<file path="config.mk">
export PLATFORM = sky130hd
export DESIGN_NAME = gshare_predictor
export DESIGN_NICKNAME = d
export VERILOG_FILES = /design/src/rtl/bp_pkg.sv /design/src/rtl/bht_pattern_table.sv /design/src/rtl/gshare_predictor.sv
export SDC_FILE = /design/constraint.sdc
export NUM_CORES = 1
export LEC_CHECK = 0
export CAP_MARGIN = 20
export CELL_PAD_IN_SITES_DETAIL_PLACEMENT = 0
export CELL_PAD_IN_SITES_GLOBAL_PLACEMENT = 1
export CORE_ASPECT_RATIO = 1.25
export CORE_MARGIN = 1.5
export CORE_UTILIZATION = 35
export DETAILED_ROUTE_END_ITERATION = 8
export GPL_TIMING_DRIVEN = 0
export PLACE_DENSITY = 0.78
export SETUP_SLACK_MARGIN = 0.5
export SYNTH_ARGS = -nofsm -noshare
export SYNTH_HDL_FRONTEND = slang
export SYNTH_HIERARCHICAL = 1
export SYNTH_SLANG_ARGS = --single-unit
</file>
<file path="constraint.sdc">
create_clock -name clock -period 4.3 [get_ports clock]
set_clock_uncertainty 0.2 [all_clocks]
set_input_delay 0.86 -clock clock [delete_from_list [all_inputs] [get_ports clock]]
set_output_delay 0.86 -clock clock [all_outputs]
set_load 0.01 [all_outputs]
</file>
<file path="src/rtl/bp_pkg.sv">
// Shared branch-predictor helpers: counter init/saturation and gshare indexing.
package bp_pkg;

    localparam int unsigned PC_W         = 64;
    localparam int unsigned MAX_CTR_BITS = 4;
    localparam int unsigned MAX_IDX_BITS = 16;

    typedef logic [MAX_CTR_BITS-1:0] ctr_t;
    typedef logic [MAX_IDX_BITS-1:0] idx_t;

    function automatic ctr_t ctr_max(input int unsigned bits);
        return ctr_t'((32'd1 << bits) - 32'd1);
    endfunction

    // Weakly not-taken: just below the MSB threshold, or 0 for 1-bit counters.
    function automatic ctr_t ctr_init(input int unsigned bits);
        return (bits <= 1) ? '0 : ctr_t'((32'd1 << (bits - 32'd1)) - 32'd1);
    endfunction

    function automatic ctr_t sat_inc(input ctr_t c, input int unsigned bits);
        return (c >= ctr_max(bits)) ? c : c + ctr_t'(1);
    endfunction

    function automatic ctr_t sat_dec(input ctr_t c);
        return (c == '0) ? c : c - ctr_t'(1);
    endfunction

    function automatic idx_t gshare_index(input logic [PC_W-1:0] pc, input idx_t hist,
                                          input int unsigned log_entries);
        logic [PC_W-1:0] mask;
        mask = (64'd1 << log_entries) - 64'd1;
        return idx_t'((pc >> 2) & mask) ^ hist;
    endfunction

endpackage

</file>
<file path="src/rtl/bht_pattern_table.sv">
// Saturating-counter pattern table: two combinational reads, two ordered updates.
module bht_pattern_table
    import bp_pkg::*;
#(
    parameter int unsigned LOG_ENTRIES = 6,
    parameter int unsigned CTR_BITS    = 2
) (
    input  logic                   clk,
    input  logic                   rst_n,
    input  logic [LOG_ENTRIES-1:0] rd_idx0_i,
    input  logic [LOG_ENTRIES-1:0] rd_idx1_i,
    output logic [CTR_BITS-1:0]    rd_ctr0_c,
    output logic [CTR_BITS-1:0]    rd_ctr1_c,
    input  logic                   upd0_i,
    input  logic [LOG_ENTRIES-1:0] upd_idx0_i,
    input  logic                   upd_taken0_i,
    input  logic                   upd1_i,
    input  logic [LOG_ENTRIES-1:0] upd_idx1_i,
    input  logic                   upd_taken1_i
);

    localparam int unsigned ENTRIES = 32'd1 << LOG_ENTRIES;
    localparam logic [CTR_BITS-1:0] CTR_RST = CTR_BITS'(ctr_init(CTR_BITS));

    logic [CTR_BITS-1:0] ctr_q [ENTRIES];
    logic [CTR_BITS-1:0] ctr_d [ENTRIES];

    function automatic logic [CTR_BITS-1:0] bump(input logic [CTR_BITS-1:0] c, input logic up);
        ctr_t w;
        w = ctr_t'(c);
        return CTR_BITS'(up ? sat_inc(w, CTR_BITS) : sat_dec(w));
    endfunction

    assign rd_ctr0_c = ctr_q[rd_idx0_i];
    assign rd_ctr1_c = ctr_q[rd_idx1_i];

    // Port1 sees port0's result so same-index updates compose in age order.
    always_comb begin
        ctr_d = ctr_q;
        if (upd0_i) begin
            ctr_d[upd_idx0_i] = bump(ctr_d[upd_idx0_i], upd_taken0_i);
        end
        if (upd1_i) begin
            ctr_d[upd_idx1_i] = bump(ctr_d[upd_idx1_i], upd_taken1_i);
        end
    end

    always_ff @(posedge clk or negedge rst_n) begin
        if (!rst_n) begin
            ctr_q <= '{default: CTR_RST};
        end else begin
            ctr_q <= ctr_d;
        end
    end

endmodule

</file>
<file path="src/rtl/gshare_predictor.sv">
// Two-lane gshare direction predictor with retire-time counter training.
// Define GSHARE_SPEC_HIST_EN for speculative fetch-side history with mispredict recovery.
module gshare_predictor
    import bp_pkg::*;
#(
    parameter int unsigned HIST_BITS   = 6,
    parameter int unsigned LOG_ENTRIES = 6,
    parameter int unsigned CTR_BITS    = 2
) (
    input  logic                 clock,
    input  logic                 reset,
    input  logic [PC_W-1:0]      if_pc,
    input  logic                 if_valid0,
    input  logic                 if_valid1,
    input  logic                 if_is_cbr0,
    input  logic                 if_is_cbr1,
    output logic                 if_taken0,
    output logic                 if_taken1,
    output logic [HIST_BITS-1:0] if_bhr0,
    output logic [HIST_BITS-1:0] if_bhr1,
    input  logic                 rob_retire_br0,
    input  logic                 rob_retire_br1,
    input  logic [PC_W-1:0]      rob_retire_pc0,
    input  logic [PC_W-1:0]      rob_retire_pc1,
    input  logic [HIST_BITS-1:0] rob_retire_bhr0,
    input  logic [HIST_BITS-1:0] rob_retire_bhr1,
    input  logic                 rob_retire_taken0,
    input  logic                 rob_retire_taken1,
    input  logic                 rob_mis_pred,
    input  logic [HIST_BITS-1:0] rob_mis_bhr,
    input  logic                 rob_mis_taken
);

    logic [HIST_BITS-1:0]   bhr_q, bhr_d, hist1;
    logic [PC_W-1:0]        pc1;
    logic                   lane0_cbr, lane1_cbr, pred0, pred1;
    logic [LOG_ENTRIES-1:0] rd_idx0, rd_idx1, upd_idx0, upd_idx1;
    logic [CTR_BITS-1:0]    rd_ctr0, rd_ctr1;

    function automatic logic [HIST_BITS-1:0] shift_in(input logic [HIST_BITS-1:0] h, input logic b);
        return HIST_BITS'({h, b});
    endfunction

    function automatic logic [LOG_ENTRIES-1:0] lookup(input logic [PC_W-1:0] pc,
                                                      input logic [HIST_BITS-1:0] h);
        return LOG_ENTRIES'(gshare_index(pc, idx_t'(h), LOG_ENTRIES));
    endfunction

    assign pc1       = if_pc + PC_W'(4);
    assign lane0_cbr = if_valid0 & if_is_cbr0;
    assign lane1_cbr = if_valid1 & if_is_cbr1;
    assign pred0     = lane0_cbr & rd_ctr0[CTR_BITS-1];
    // A taken lane0 redirects fetch, so lane1 is squashed.
    assign pred1     = lane1_cbr & ~pred0 & rd_ctr1[CTR_BITS-1];

`ifdef GSHARE_SPEC_HIST_EN
    assign hist1 = lane0_cbr ? shift_in(bhr_q, pred0) : bhr_q;
`else
    logic unused_mis;
    assign hist1      = bhr_q;
    assign unused_mis = ^{rob_mis_pred, rob_mis_bhr, rob_mis_taken};
`endif

    assign rd_idx0  = lookup(if_pc, bhr_q);
    assign rd_idx1  = lookup(pc1, hist1);
    assign upd_idx0 = lookup(rob_retire_pc0, rob_retire_bhr0);
    assign upd_idx1 = lookup(rob_retire_pc1, rob_retire_bhr1);

    assign if_taken0 = reset & pred0;
    assign if_taken1 = reset & pred1;
    assign if_bhr0   = reset ? bhr_q : '0;
    assign if_bhr1   = reset ? hist1 : '0;

    always_comb begin
        bhr_d = bhr_q;
`ifdef GSHARE_SPEC_HIST_EN
        if (lane0_cbr) begin
            bhr_d = shift_in(bhr_d, pred0);
        end
        if (lane1_cbr && !pred0) begin
            bhr_d = shift_in(bhr_d, pred1);
        end
        if (rob_mis_pred) begin
            bhr_d = shift_in(rob_mis_bhr, rob_mis_taken);
        end
`else
        if (rob_retire_br0) begin
            bhr_d = shift_in(bhr_d, rob_retire_taken0);
        end
        if (rob_retire_br1) begin
            bhr_d = shift_in(bhr_d, rob_retire_taken1);
        end
`endif
    end

    always_ff @(posedge clock or negedge reset) begin
        if (!reset) begin
            bhr_q <= '0;
        end else begin
            bhr_q <= bhr_d;
        end
    end

    bht_pattern_table #(
        .LOG_ENTRIES(LOG_ENTRIES),
        .CTR_BITS   (CTR_BITS)
    ) u_pt (
        .clk         (clock),
        .rst_n       (reset),
        .rd_idx0_i   (rd_idx0),
        .rd_idx1_i   (rd_idx1),
        .rd_ctr0_c   (rd_ctr0),
        .rd_ctr1_c   (rd_ctr1),
        .upd0_i      (rob_retire_br0),
        .upd_idx0_i  (upd_idx0),
        .upd_taken0_i(rob_retire_taken0),
        .upd1_i      (rob_retire_br1),
        .upd_idx1_i  (upd_idx1),
        .upd_taken1_i(rob_retire_taken1)
    );

endmodule

</file>
==> flow_metrics.py <==
metrics = {
    "logic_synthesis": {
        "synth_warnings": 6,
        "syn_nets": 1655,
        "syn_avg_cell_area_um2": 8.148,
        "syn_inst": 1432,
        "syn_area_um2": 11670,
    },
    "sta": {
        "rsz0062_at_grt": "true",
        "tightest_slew_ps": 1324,
        "finalHoldViolCount": 0,
        "period_minus_slack_ps": 4778,
        "setup_tns_ps": -48080,
        "drv_slew": 0,
        "finalSetupViolCount": 129,
        "final.setup.worst_slack_ps": -478.5,
        "period_share_pct": 111.1,
        "relSlewSlack_pct": 11.74,
        "max_freq_ghz": 0.2093,
    },
    "cts": {
        "clock_latency_ps": 460,
        "clock_sinks": 134,
        "holdBufCountCts": 0,
        "cts_buffer_depth": 2,
        "cts_made_buffers": 17,
        "cts_tree": "yes",
        "path_clk_slew_ps": 70,
        "cts_max_level": 4,
        "cts_root_buffer": "clkbuf_16",
    },
    "placement": {
        "portBuffers": 53,
        "place_congestion": 1.027,
        "place_area_um2": 12980,
        "hpwl_um": 48890,
    },
    "run_status": {
        "status": "finished, violations left",
        "violations": "DRC, setup timing",
    },
    "detailed_routing": {
        "vias_per_cell": 6.926,
        "drt_pass1_iterations": 9,
        "wirelength_um": 71930,
        "num_vias": 14310,
        "ant_nets": 0,
        "drc": 9,
        "routedWlPerCell_um": 34.82,
        "drt_iter0_markers": 2214,
    },
    "power": {
        "p_sw_share_pct": 46.67,
        "p_switching_mw": 5.072,
        "total_leakage_power_nw": 6.158,
        "powerDensity_nw_per_um2": 656.2,
        "p_clk_share_pct": 13.2,
        "p_int_mw": 5.796,
        "seqPwrFrac_pct": 29.9,
        "totalPowerFinal_mw": 10.87,
        "combPwrFrac_pct": 56.9,
        "ir_drop_mv": 0.3119,
    },
    "critical_path": {
        "crit_chain": "clkdlybuf4s50_1, xor2_2, buf_4, nor2_1, nand2_2, o22ai_1, nor3_1, nand3_1, a311o_1, o21ai_2, nand4_1, a211oi_2, buf_4, a21oi_4, buf_6, buf_12, buf_12, buf_16, o21ai_2",
        "path_max_fanout": 10,
        "startpoint_type": "input port",
        "cp.required_ps": 4490,
        "cp-end-kind": "flop",
        "cp-startpoint": "rob_retire_pc1[3]",
        "cp_data_arrival_time_ps": 4970,
        "worst-path-buf-inv": 7,
        "cpMaxStageDelayCell": "clkdlybuf4s50_1",
        "critPathMaxStageDelay_ps": 510,
        "crit_type": "input port to flop",
        "worstReg2RegStart": "u_pt/ctr_q[61]",
        "critPathTopFamily": "buffers and inverters",
    },
    "die": {
        "core_um2": 32780,
        "rows": 74,
        "start_util_pct": 35.60,
        "dieArea_um2": 34450,
        "io_pins": 236,
        "die_h_um": 207.1,
        "fp.dieW_um": 166.3,
    },
    "job": {
        "maxCapViolCount": 0,
    },
    "final_layout": {
        "fin_nets": 1859,
        "synthToLayoutAreaGrowth_pct": 41.95,
        "drive_above_1_share_pct": 39.44,
        "fin_area_um2": 16560,
        "diodes": 0,
    },
    "global_routing": {
        "antenna_found_initial": 4,
        "grt_usage_pct": 41.79,
        "grt_start_max_net_pins": 76,
        "grt_pass1_wl_um": 101700,
        "first_global_vias": 13970,
        "overflow": 0,
    },
    "hold_path": {
        "hold_path.class": "input port to asynchronous set/reset pin",
    },
}
-- worst paths after layout --
path	slack, ps	depth (start not counted)	to
max	-480	19	u_pt/ctr_q[30]
min in group clock	450	2	u_pt/ctr_q[2]
max in group asynchronous	2810	2	u_pt/ctr_q[88]
min reg2reg	450	2	u_pt/ctr_q[2]
min	210	1	u_pt/ctr_q[5]
max reg2reg	120	18	u_pt/ctr_q[30]
-- repair_timing --
action / in CTS / in global routing
endpoints found under the setup margin: 130 / 130
gates resized for setup: 419 / 76
pin swaps: 44 / 11
cloned: 16 / 1
setup buffers: 104 / 8
-- metrics by stage --
step / setup WS [ps] / util [%] / instances / hold slack [ps]
floorplan: 108.8 / - / 1432 / 313.4
global placement: -4824 / 39.40 / 1903 / 412.3
detailed placement: -2146 / 39.59 / 1906 / 413.9
CTS: -247.8 / 49.31 / 2057 / 252.2
global route: -518.0 / 50.53 / 2066 / 255.8
finish: -478.5 / 50.53 / 2066 / 205.8
-- state kept, by name, indices dropped and copies added (netlist names) --
| register | flops |
|---|---|
| u_pt/ctr_q | 128 |
| bhr_q | 6 |
-- worst reg2reg max path, cell delays in order, from the launching register on --
cell       delay (ps)
dfrtp_1           560
a22oi_2           320
nor3_4             70
nor4_4            430
o2111ai_2         190
nor3_2            210
buf_4             170
buf_12            140
o2111ai_2         130
o211ai_1          320
nand4_1           230
a211oi_2          250
buf_4             160
a21oi_4            50
buf_6             140
buf_12            160
buf_12            140
buf_16            130
o21ai_2           110
-- routing by layer --
layer | routed length [µm] | GRT usage (%) | share of wire, % | vias to the layer above
li1 | - | - | - | 5802
met1 | 25130 | 49.22 | 35 | 6901
met2 | 30680 | 61.98 | 43 | 1184
met3 | 8649 | 13.11 | 12 | 420
met4 | 7464 | 35.55 | 10 | 2
met5 | 10 | 0 | 0.014 | -
-- power by group through the flow --
| stage | Sequential [mW] | Combinational (mW) | Clock [mW] |
|---|---|---|---|
| final | 3.25 | 6.19 | 1.43 |
| after global placement | 3.12 | 4.05 | 0 |
| after CTS | 3.12 | 5.71 | 1.44 |
| after global routing | 3.24 | 6.37 | 1.50 |
| after detailed placement | 3.12 | 4.09 | 0 |
| after floorplan | 2.47 | 2.84 | 0 |
-- cells in the final DEF, fill, tap and decap left out, types with 31 or more instances in the layout --
master and instances:
clkdlybuf4s50_1 34, o211ai_1 72, nor2_1 107, a21oi_1 54, o21ai_0 53, dfstp_2 64, nand3_1 56, nand2_1 262
buf_4 100, mux4_2 48, buf_6 36, o21ai_2 113, buf_12 31, dfrtp_1 69
-- cell type report --
type	instances	area (µm²)
clock inverters	10	83.83
plain buffers	129	1291
repair buffers	185	2049
inverters	8	33.78
clock buffers	21	460.4
flip-flops and latches	134	3435
well taps	418	523.0
fillers	3121	16210
multi-input cells	1161	8686
No activity file was read; power rests on OpenSTA's default activity.
